File: config.mk
export PLATFORM = sky130hd
export DESIGN_NAME = data_bus_arbiter_flat
export DESIGN_NICKNAME = d
export VERILOG_FILES = /design/src/rtl/data_bus_arbiter_if.sv /design/src/rtl/data_bus_arbiter.sv /design/src/flat_wrapper.sv
export SDC_FILE = /design/constraint.sdc
export NUM_CORES = 1
export LEC_CHECK = 0
export ABC_AREA = 1
export BUFFER_PORTS_ARGS = -buffer_cell sky130_fd_sc_hd__buf_2
export CORE_AREA = 2 2 111 113
export DETAILED_ROUTE_END_ITERATION = 8
export DIE_AREA = 0 0 113 115
export HOLD_SLACK_MARGIN = 0.15
export PLACE_DENSITY = 0.57
export SETUP_SLACK_MARGIN = 0.5
export SLEW_MARGIN = 40
export SYNTH_ARGS = -nofsm -noshare
export SYNTH_HDL_FRONTEND = slang
export SYNTH_SLANG_ARGS = --single-unit
File: constraint.sdc
create_clock -name clk_i -period 1.7 [get_ports clk_i]
set_input_delay 0.17 -clock clk_i [delete_from_list [all_inputs] [get_ports clk_i]]
set_output_delay 0.17 -clock clk_i [all_outputs]
set_load 0.01 [all_outputs]
File: src/rtl/data_bus_arbiter_if.sv
// rtl/data_bus_arbiter_if.sv - master-side requests and shared slave port of the data bus arbiter
interface data_bus_arbiter_if #(
  parameter int NUM_MASTERS = 2
);
  logic [NUM_MASTERS-1:0]    m_req_i;
  logic [NUM_MASTERS-1:0]    m_we_i;
  logic [4*NUM_MASTERS-1:0]  m_be_i;
  logic [32*NUM_MASTERS-1:0] m_addr_i;
  logic [32*NUM_MASTERS-1:0] m_wdata_i;
  logic [31:0]               m_rdata_o;
  logic [NUM_MASTERS-1:0]    m_ack_o;
  logic                      m_err_o;
  logic                      s_req_o;
  logic                      s_we_o;
  logic [3:0]                s_be_o;
  logic [31:0]               s_addr_o;
  logic [31:0]               s_wdata_o;
  logic [31:0]               s_rdata_i;
  logic                      s_ack_i;
  logic [NUM_MASTERS-1:0]    grant_o;
  logic                      busy_o;

  // Environment side: drives the requesters and the slave response.
  modport master (
    output m_req_i, m_we_i, m_be_i, m_addr_i, m_wdata_i, s_rdata_i, s_ack_i,
    input  m_rdata_o, m_ack_o, m_err_o, s_req_o, s_we_o, s_be_o, s_addr_o,
           s_wdata_o, grant_o, busy_o
  );

  // Arbiter side.
  modport slave (
    input  m_req_i, m_we_i, m_be_i, m_addr_i, m_wdata_i, s_rdata_i, s_ack_i,
    output m_rdata_o, m_ack_o, m_err_o, s_req_o, s_we_o, s_be_o, s_addr_o,
           s_wdata_o, grant_o, busy_o
  );
endinterface

File: src/rtl/data_bus_arbiter.sv
// rtl/data_bus_arbiter.sv - round-robin data bus arbiter with locked grant and per-transfer timeout
module data_bus_arbiter #(
  parameter int NUM_MASTERS = 2,
  parameter int TIMEOUT     = 16
) (
  input logic              clk_i,
  input logic              rst_n_i,
  data_bus_arbiter_if.slave bus
);
  localparam int IW = (NUM_MASTERS > 1) ? $clog2(NUM_MASTERS) : 1;
  localparam int CW = (TIMEOUT > 0) ? $clog2(TIMEOUT + 1) : 1;
  localparam logic [CW-1:0] CNT_MAX  = '1;
  localparam logic [CW-1:0] CNT_LAST = CW'((TIMEOUT > 0) ? TIMEOUT - 1 : 0);
  localparam logic [IW-1:0] IDX_LAST = IW'(NUM_MASTERS - 1);

  typedef enum logic {IDLE, BUSY} state_t;

  state_t                 state, state_n;
  logic [NUM_MASTERS-1:0] grant, grant_n;
  logic [IW-1:0]          g_idx, g_idx_n;
  logic [IW-1:0]          rr, rr_n;
  logic [CW-1:0]          cnt, cnt_n;
  logic                   found;
  logic [IW-1:0]          sel;
  logic                   timeout_hit;
  logic                   done;

  always_ff @(posedge clk_i or negedge rst_n_i) begin
    if (!rst_n_i) begin
      state <= IDLE;
      grant <= '0;
      g_idx <= '0;
      rr    <= '0;
      cnt   <= '0;
    end else begin
      state <= state_n;
      grant <= grant_n;
      g_idx <= g_idx_n;
      rr    <= rr_n;
      cnt   <= cnt_n;
    end
  end

  // First requester at or above the rr pointer, wrapping around.
  always_comb begin
    int idx;
    found = 1'b0;
    sel   = rr;
    idx   = 0;
    for (int i = 0; i < NUM_MASTERS; i++) begin
      idx = int'(rr) + i;
      if (idx >= NUM_MASTERS) idx = idx - NUM_MASTERS;
      if (!found && bus.m_req_i[idx]) begin
        found = 1'b1;
        sel   = IW'(idx);
      end
    end
  end

  // A same-cycle ack suppresses the timeout, so the slave's data wins.
  assign timeout_hit = (TIMEOUT != 0) && (state == BUSY) && (cnt == CNT_LAST) && !bus.s_ack_i;
  assign done        = (state == BUSY) && (bus.s_ack_i || timeout_hit);

  always_comb begin
    state_n = state;
    grant_n = grant;
    g_idx_n = g_idx;
    rr_n    = rr;
    cnt_n   = cnt;
    case (state)
      IDLE: begin
        if (found) begin
          state_n      = BUSY;
          grant_n      = '0;
          grant_n[sel] = 1'b1;
          g_idx_n      = sel;
          cnt_n        = '0;
        end
      end
      BUSY: begin
        if (done) begin
          state_n = IDLE;
          grant_n = '0;
          cnt_n   = '0;
          rr_n    = (g_idx == IDX_LAST) ? '0 : IW'(g_idx + 1'b1);
        end else if (cnt != CNT_MAX) begin
          cnt_n = cnt + 1'b1;
        end
      end
      default: state_n = IDLE;
    endcase
  end

  always_comb begin
    bus.s_req_o   = 1'b0;
    bus.s_we_o    = 1'b0;
    bus.s_be_o    = '0;
    bus.s_addr_o  = '0;
    bus.s_wdata_o = '0;
    bus.m_ack_o   = '0;
    bus.m_err_o   = 1'b0;
    bus.m_rdata_o = '0;
    if (state == BUSY) begin
      bus.s_req_o   = 1'b1;
      bus.s_we_o    = bus.m_we_i[g_idx];
      bus.s_be_o    = bus.m_be_i[int'(g_idx)*4 +: 4];
      bus.s_addr_o  = bus.m_addr_i[int'(g_idx)*32 +: 32];
      bus.s_wdata_o = bus.m_wdata_i[int'(g_idx)*32 +: 32];
      bus.m_ack_o   = done ? grant : '0;
      bus.m_err_o   = timeout_hit;
      bus.m_rdata_o = bus.s_ack_i ? bus.s_rdata_i : '0;
    end
  end

  assign bus.grant_o = grant;
  assign bus.busy_o  = (state == BUSY);
endmodule
File: src/flat_wrapper.sv
// flat-port wrapper written by rule: the top's interface ports become plain ports
module data_bus_arbiter_flat 
#(
  parameter int NUM_MASTERS = 2,
  parameter int TIMEOUT     = 16
)
  (clk_i, rst_n_i, bus_m_req_i, bus_m_we_i, bus_m_be_i, bus_m_addr_i, bus_m_wdata_i, bus_s_rdata_i, bus_s_ack_i, bus_m_rdata_o, bus_m_ack_o, bus_m_err_o, bus_s_req_o, bus_s_we_o, bus_s_be_o, bus_s_addr_o, bus_s_wdata_o, bus_grant_o, bus_busy_o);
  data_bus_arbiter_if #(.NUM_MASTERS(NUM_MASTERS)) bus_i ();
  input logic clk_i;
  input logic rst_n_i;
  input wire logic [$bits(bus_i.m_req_i)-1:0] bus_m_req_i;
  input wire logic [$bits(bus_i.m_we_i)-1:0] bus_m_we_i;
  input wire logic [$bits(bus_i.m_be_i)-1:0] bus_m_be_i;
  input wire logic [$bits(bus_i.m_addr_i)-1:0] bus_m_addr_i;
  input wire logic [$bits(bus_i.m_wdata_i)-1:0] bus_m_wdata_i;
  input wire logic [$bits(bus_i.s_rdata_i)-1:0] bus_s_rdata_i;
  input wire logic [$bits(bus_i.s_ack_i)-1:0] bus_s_ack_i;
  output wire logic [$bits(bus_i.m_rdata_o)-1:0] bus_m_rdata_o;
  output wire logic [$bits(bus_i.m_ack_o)-1:0] bus_m_ack_o;
  output wire logic [$bits(bus_i.m_err_o)-1:0] bus_m_err_o;
  output wire logic [$bits(bus_i.s_req_o)-1:0] bus_s_req_o;
  output wire logic [$bits(bus_i.s_we_o)-1:0] bus_s_we_o;
  output wire logic [$bits(bus_i.s_be_o)-1:0] bus_s_be_o;
  output wire logic [$bits(bus_i.s_addr_o)-1:0] bus_s_addr_o;
  output wire logic [$bits(bus_i.s_wdata_o)-1:0] bus_s_wdata_o;
  output wire logic [$bits(bus_i.grant_o)-1:0] bus_grant_o;
  output wire logic [$bits(bus_i.busy_o)-1:0] bus_busy_o;
  assign bus_i.m_req_i = bus_m_req_i;
  assign bus_i.m_we_i = bus_m_we_i;
  assign bus_i.m_be_i = bus_m_be_i;
  assign bus_i.m_addr_i = bus_m_addr_i;
  assign bus_i.m_wdata_i = bus_m_wdata_i;
  assign bus_i.s_rdata_i = bus_s_rdata_i;
  assign bus_i.s_ack_i = bus_s_ack_i;
  assign bus_m_rdata_o = bus_i.m_rdata_o;
  assign bus_m_ack_o = bus_i.m_ack_o;
  assign bus_m_err_o = bus_i.m_err_o;
  assign bus_s_req_o = bus_i.s_req_o;
  assign bus_s_we_o = bus_i.s_we_o;
  assign bus_s_be_o = bus_i.s_be_o;
  assign bus_s_addr_o = bus_i.s_addr_o;
  assign bus_s_wdata_o = bus_i.s_wdata_o;
  assign bus_grant_o = bus_i.grant_o;
  assign bus_busy_o = bus_i.busy_o;
  data_bus_arbiter #(.NUM_MASTERS(NUM_MASTERS), .TIMEOUT(TIMEOUT)) u_core (.clk_i(clk_i), .rst_n_i(rst_n_i), .bus(bus_i));
endmodule
==> results.md, run 1 <==
- Max-slew violation count: 0
- WL/cell: between 15 and 20 um
- Max incr delay on CP: approximately 380 ps
- Setup TNS: 0 ps
- Synth cell types: 17
- Clk root buf: clkbuf_16
- Setup slack, reg-to-reg: between 100 and 150 ps
- Status: finished with violations
- Ports: between 200 and 300
- Synth top area cells: nor2_1 38%, o21ai_1 20%, dfrtp_1 14%
- Aggregate global-route resource usage: 14.7%
- M3 GR Usage: roughly 2.2%
- Core area: 11800 um^2
- Dpl cells: 776
- RSZ-0062 raised after global routing: yes
- Max Fanout on Critical Path: 3
- Max-slew headroom: 76.5%
- Detailed placement HPWL: around 7100 um
- Crit share post-route: 98.6%
- Grt total ovfl: 0
- Buf+Inv Stages, Crit Path: 1
- Max cap viols: 0
- Syn Area/Cell: 4.79 um^2
- Max VDD drop: 619 uV
- Syn nets: approximately 550
- Die width: approximately 110 um
- Worst R2R Start: u_core.cnt[0]$_DFFE_PN0P_
- Data required time of the critical path: roughly 1500 ps
- Hold Crit Class: in -> reg
- Via count: between 3000 and 4000
- Total Wirelength: about 13000 um
- R2R cell count: 10
- CP startpoint: u_core.cnt[0]$_DFFE_PN0P_
- Syn Inst Count: 367
- Flops & latches, synth: 10
- Startpoint type of the worst setup path: flop
- WHS Endpoint: u_core.bus.grant_o[0]$_DFFE_PN0P_
- Die area: 13000 um^2
- Post-synth ARST share: 100%
- Initial DRC Count: approximately 130
- First-pass GRT wire length: ~15000 um
- Synth Area in XOR/XNOR: less than 1%
- Synth Area in Adders: roughly 2.1%
- Crit end category: output port
- Post-layout min period: about 1700 ps
- Crit-path slowest cell: dfrtp_1
- Die Ht: 115 um
- Number of diodes: 0
- Sequential fraction of the synthesis area: around 14%
- Drt first pass iters: 6
- Cells along the critical path: ha_2, nand2_2, nor2_4, ha_4, o21ai_4, nor2_2, buf_2
- Post-route ant nets: 0
- Clk_skew: 2.42 ps
- Syn Std Cell Area: around 1800 um^2
- Vias in the first global route: between 2000 and 3000
- Number of flops mapped to enable cells by yosys: 0
- Fin cells: 830
- Leakage: 2.81 nW
- Delay-heaviest family, CP: flip-flops
- Critical Path AT: 1510 ps
- Violated checks: DRC
- Fin. Hold Viols: 0
- Multiplexer share of the synthesized area: 0%
- Pin count of the biggest net entering global routing: 46
- # clock sinks: 10
- GR Layer Usage met1: 19.0%
- Reg clk slew, reported paths: 40 ps
- Clock latency at the later pin of the worst-skew pair: around 240 ps
- Synth-to-layout area growth: 213%
- Crit path depth: 7
- Vias/cell: between 4 and 5
- H-tree depth: 1
- Total CTS buffers: 3
- Synth top area share: around 38%
- P per Cell Area: 1260 nW/um^2
- Peak Freq: between 0.5 and 0.6 GHz
- Fillers: about 1200
- Grt peak-use layer: met2
- Slew @ Worst Pin: roughly 350 ps
- Bufs on Longest Clock Path: 2
- Main combinational cell family by area after synthesis: simple AND/OR/NAND/NOR gates
- Initial antenna violation count: 0
- Most common library cells after synthesis: 176 x nor2_1, 69 x o21ai_1, 40 x inv_1
- Nets: around 860
- FP Rows: 40
- Proportion of layout cells with a drive suffix above 1: 73.1%
- Primary FF master, synth: dfrtp_1
- Setup violators final: 0
- CTS tree: yes
- Reg2reg end: u_core.bus.grant_o[1]$_DFFE_PN0P_
- Top-count cell post-synth: nor2_1
- Critical path class: reg -> out
- Min-delay src: bus_m_req_i[0]
- Simple-gate share of the synthesized area: around 45%
- Synth warnings: 0
- Routability cong.: approximately 0.77
- Hold path depth: 3
- Port Buf Inserts: approximately 280
- Met2 GRT Util: a little over a quarter
- Post-synth top area cell: nor2_1
- Synth Area in Compound Gates: 21.2%
- Initial core utilization: 14.9%
- DRC viols: 20
[what timing repair did]
item | CTS | global route
endpoints found under the setup margin | 114 | 116
gates resized for setup | 75 | 247
buffers inserted | 22 | 4
cloned | 15 | 8
pin swaps | 29 | 44
hold endpoints to repair | 10 | 0
hold buffers | 1 | 0
[worst reg2reg max path: cells and delay by family (launching register included)]
| kind | cells | cell delay [ps] |
|---|---|---|
| compound gates | 2 | 290 |
| fa+ha+maj | 2 | 380 |
| buf+inv | 3 | 310 |
| flops | 1 | 380 |
| simple gates | 3 | 180 |
[routing by layer]
layer | share of wire [%] | up-vias
li1 | - | 1774
met1 | 41 | 1594
met2 | 51 | 164
met3 | 6.5 | 12
met4 | 1.4 | 0
met5 | 0 | -
[stage by stage]
step	hold WS [ps]	setup slack [ps]	util, %	area, um^2	power [mW]
after floorplan	-126	342	-	1790	2.06
after global placement	49.6	154	28.3	3340	3.29
after detailed placement	50.8	157	28.3	3340	3.27
after CTS	215	28.3	36.4	4290	5.55
after global routing	255	-34.1	46.6	5500	7.38
final	240	24.3	46.6	5500	6.95
[flip-flops by register name (all words and copies together), names as in the netlist]
register            count
u_core.rr               1
u_core.g_idx            1
u_core.bus.busy_o       1
u_core.cnt              5
u_core.bus.grant_o      2
[worst max-delay path by stage]
stage	to
floorplan	u_core.cnt[2]$_DFFE_PN0P_
global placement	bus_m_ack_o[1]
detailed placement	bus_m_ack_o[1]
CTS	bus_m_ack_o[1]
global route	bus_m_ack_o[1]
finish	bus_m_ack_o[1]
[layout by cell type (no fill, tap or decap), types with 9 or more instances in the layout]
cell / synthesis / routed
buf_2: 16 / 250
clkbuf_16: 0 / 9
buf_12: 0 / 13
o21ai_2: 0 / 41
nor2_1: 176 / 77
inv_1: 40 / 39
buf_4: 1 / 10
buf_16: 0 / 16
nor2_2: 0 / 17
buf_6: 0 / 39
o21ai_1: 69 / 29
nor2_4: 0 / 82
nand2_1: 28 / 24
[power by group]
group,internal (mW),switching (mW),total (mW)
logic,3.11,3.02,6.13
registers,0.297,0.0544,0.351
clock network,0.354,0.113,0.467
[kinds of logic after synthesis]
logic type      count (synthesis)
simple gates                  210
compound gates                 74
buf+inv                        69
flops                          10
fa+ha+maj                       3
xor+xnor                        1
[final cells by class]
class / instances / area [um^2] / area share (%)
repair buffers: 339 / 2690 / 48.8
multi-input cells: 288 / 2120 / 38.6
flip-flops and latches: 10 / 253 / 4.59
well taps: 147 / 184 / 3.34
inverters: 42 / 168 / 3.05
clock buffers: 4 / 88.8 / 1.61
Note: power is estimated with default switching activity, not from simulation.
==> run 2: changes to the inputs <==
==> constraint.sdc (replaced) <==
create_clock -name clk_i -period 1.7 [get_ports clk_i]
set_input_delay 0.255 -clock clk_i [delete_from_list [all_inputs] [get_ports clk_i]]
set_output_delay 0.255 -clock clk_i [all_outputs]
set_load 0.01 [all_outputs]
==> run 2 against run 1 <==
  * The run ends with DRC, setup timing left
  * Via count rose by 1.3%
  * Worst hold slack better by 86 ps
  * Combinational power is 13% higher
  * Routed wire length grew 7.8%
  * Sequential share of layout area is 0.35 points lower
  * Maximum frequency fell by 4.9%
  * Non-clock buffer count rose by 6
  * Register-to-register slack worse by 30 ps
  * Critical endpoint unchanged
  * Largest power group unchanged
  * Highest routed layer unchanged
==> results.md, run 2 (synthesis results as in run 1) <==
- Clk root buf: clkbuf_16 (unchanged)
- Dpl cells: 777 (was 776)
- Proportion of layout cells with a drive suffix above 1: 84.0% (was 73.1%)
- Vias/cell: 4.30 (was 4.27)
- Startpoint type of the worst setup path: flop (unchanged)
- Max cap viols: 0 (unchanged)
- Initial core utilization: 14.9% (unchanged)
- Max Fanout on Critical Path: 4 (was 3)
- Reg clk slew, reported paths: 40 ps (about the same)
- Max FFs per register: 5 (unchanged)
- Vias in the first global route: 3127 (was 2976)
- FP Rows: 40 (unchanged)
- Setup TNS: -620 ps (was 0 ps)
- Status: finished with violations (unchanged)
- Max VDD drop: 641 uV (was 619 uV)
- Routability cong.: 0.780 (was 0.769)
- Die width: 113 um (unchanged)
- Total Wirelength: 13600 um (was 12600 um)
- Crit share post-route: 104% (was 98.6%)
- Ports: 283 (unchanged)
- Leakage: 2.90 nW (was 2.81 nW)
- Crit end category: output port (unchanged)
- Initial DRC Count: 127 (was 126)
- Cells along the critical path: ha_2, nand2_2, nor2_4, ha_4, o21ai_4, nor2_2, buf_2 (unchanged)
- Grt total ovfl: 0 (unchanged)
- Post-layout min period: 1760 ps (was 1680 ps)
- P per Cell Area: 1300 nW/um^2 (was 1260 nW/um^2)
- Post-route ant nets: 0 (unchanged)
- Most flops, register: u_core.cnt (unchanged)
- Pin count of the biggest net entering global routing: 26 (was 46)
- Fillers: 1119 (was 1160)
- Via count: 3591 (was 3544)
- Detailed placement HPWL: 6910 um (was 7060 um)
- Commonest cells after routing, fill and taps aside: 252 x buf_2, 82 x nor2_4, 77 x nor2_2, 38 x inv_1, 37 x buf_6 (was 250 x buf_2, 82 x nor2_4, 77 x nor2_1, 41 x o21ai_2)
- Final Cell Area: 5960 um^2 (was 5500 um^2)
- Bufs on Longest Clock Path: 2 (unchanged)
- Sw Ratio: 46.7% (was 45.9%)
- Setup violators final: 27 (was 0)
- Pre-CTS WS: 79.6 ps (was 157 ps)
- Synth-to-layout area growth: 239% (was 213%)
- Delay-heaviest family, CP: flip-flops (unchanged)
- RSZ-0062 raised after global routing: yes (unchanged)
- Clk_skew: 3.37 ps (was 2.42 ps)
- Nets: 868 (was 862)
- Initial antenna violation count: 0 (unchanged)
- Aggregate global-route resource usage: 16.6% (was 14.7%)
- Die area: 13000 um^2 (unchanged)
- Number of diodes: 0 (unchanged)
- Peak Freq: 0.568 GHz (was 0.597 GHz)
- Drt first pass iters: 6 (unchanged)
- # clock sinks: 10 (unchanged)
- Critical Path AT: 1510 ps (about the same)
- CTS tree: yes (unchanged)
- Buf+Inv Stages, Crit Path: 1 (unchanged)
- Fin. Hold Viols: 0 (unchanged)
- H-tree depth: 1 (unchanged)
- Port Buf Inserts: 282 (unchanged)
- Max-slew headroom: 83.8% (was 76.5%)
- Post-Place Cell Area: 3550 um^2 (was 3340 um^2)
- Most common cell after layout, fill and taps aside: buf_2 (unchanged)
- Max incr delay on CP: 370 ps (was 380 ps)
- Hold Crit Class: in -> reg (unchanged)
- Clock Power Share: 6.0% (was 6.7%)
- Violated checks: DRC, setup timing (was DRC)
- Crit-path slowest cell: dfrtp_1 (unchanged)
- Fin cells: 836 (was 830)
- DRC viols: 15 (was 20)
- Worst setup margin: -61.9 ps (was 24.3 ps)
- Sequential Power Share: 4.5% (was 5.1%)
- Core area: 11800 um^2 (unchanged)
- Internal power: 4.12 mW (was 3.76 mW)
- First-pass GRT wire length: 17000 um (was 15300 um)
- Data required time of the critical path: 1440 ps (was 1530 ps)
- Max-slew violation count: 0 (unchanged)
- Switching Power: 3.61 mW (was 3.19 mW)
- Critical path class: reg -> out (unchanged)
- WL/cell: 16.2 um (was 15.1 um)
- Total CTS buffers: 3 (unchanged)
- Slew @ Worst Pin: 243 ps (was 352 ps)
- Clock latency at the later pin of the worst-skew pair: 240 ps (about the same)
- Logic pwr share: 89.5% (was 88.2%)
- Die Ht: 115 um (unchanged)
## run 2: what timing repair did
item / 4_1_cts / 5_1_grt
gates resized for setup: 188 / 154
gates cloned: 19 / 6
setup buffers: 22 / 7
hold buffers: 1 / 0
endpoints found under the setup margin: 116 / 116
pin swaps: 71 / 33
endpoints found under the hold margin: 10 / 0
## run 2: final timing paths
kind                            slack, ps                                end                       from  cells past startpoint
min in group asynchronous             410          u_core.cnt[1]$_DFFE_PN0P_                    rst_n_i                      2
worst max-delay path                  -60                     bus_m_ack_o[1]  u_core.cnt[0]$_DFFE_PN0P_                      7
worst max register to register         80  u_core.bus.grant_o[0]$_DFFE_PN0P_  u_core.cnt[0]$_DFFE_PN0P_                     10
max in group asynchronous            1070           u_core.g_idx$_DFFE_PN0P_                    rst_n_i                      2
worst min-delay path                  330        u_core.bus.busy_o$_DFF_PN0_             bus_m_req_i[1]                      3
worst min register to register        500              u_core.rr$_DFFE_PN0P_      u_core.rr$_DFFE_PN0P_                      2
## run 2: layout make-up
class                           instances  area [um^2]  area share [%]
Inverter                               42          175            2.94
Tap cell                              147          184            3.09
Multi-Input combinational cell        288         2470            41.5
Timing Repair Buffer                  345         2790            46.8
Clock buffer                            4         88.8            1.49
Sequential cell                        10          253            4.24
## run 2: power by group through the flow
stage	Combinational [mW]	Sequential, mW	Clock [mW]
final	6.92	0.350	0.465
after global placement	3.20	0.358	0
after CTS	5.78	0.347	0.475
after detailed placement	3.19	0.358	0
after global routing	7.30	0.357	0.489
after floorplan	1.98	0.344	0
## run 2: routing by layer
layer | vias up | share of wire (%) | GRT usage (%) | wire [um]
met4 | 0 | 0.50 | 1.87 | 68
met2 | 128 | 54 | 30.5 | 7260
met1 | 1672 | 42 | 21.9 | 5640
met5 | - | 0 | 0 | 0
li1 | 1781 | - | - | -
met3 | 10 | 4.3 | 1.63 | 587
## run 2: per-stage QoR
stage	utilization (%)	hold WS (ps)	power, mW
3_5_place_dp	30.0	136	3.55
2_1_floorplan	-	-40.6	2.32
4_1_cts	42.7	310	6.60
5_1_grt	50.5	360	8.15
6_report	50.5	325	7.74
3_3_place_gp	30.0	131	3.56
## run 2: worst register-to-register path: cells and delay by family (launching register included)
kind                       cells  cell delay, ps
AOI/OAI and AO/OA              1             210
adders and majority gates      2             370
and+or+nand+nor                4             260
buffers and inverters          3             330
DFF                            1             370
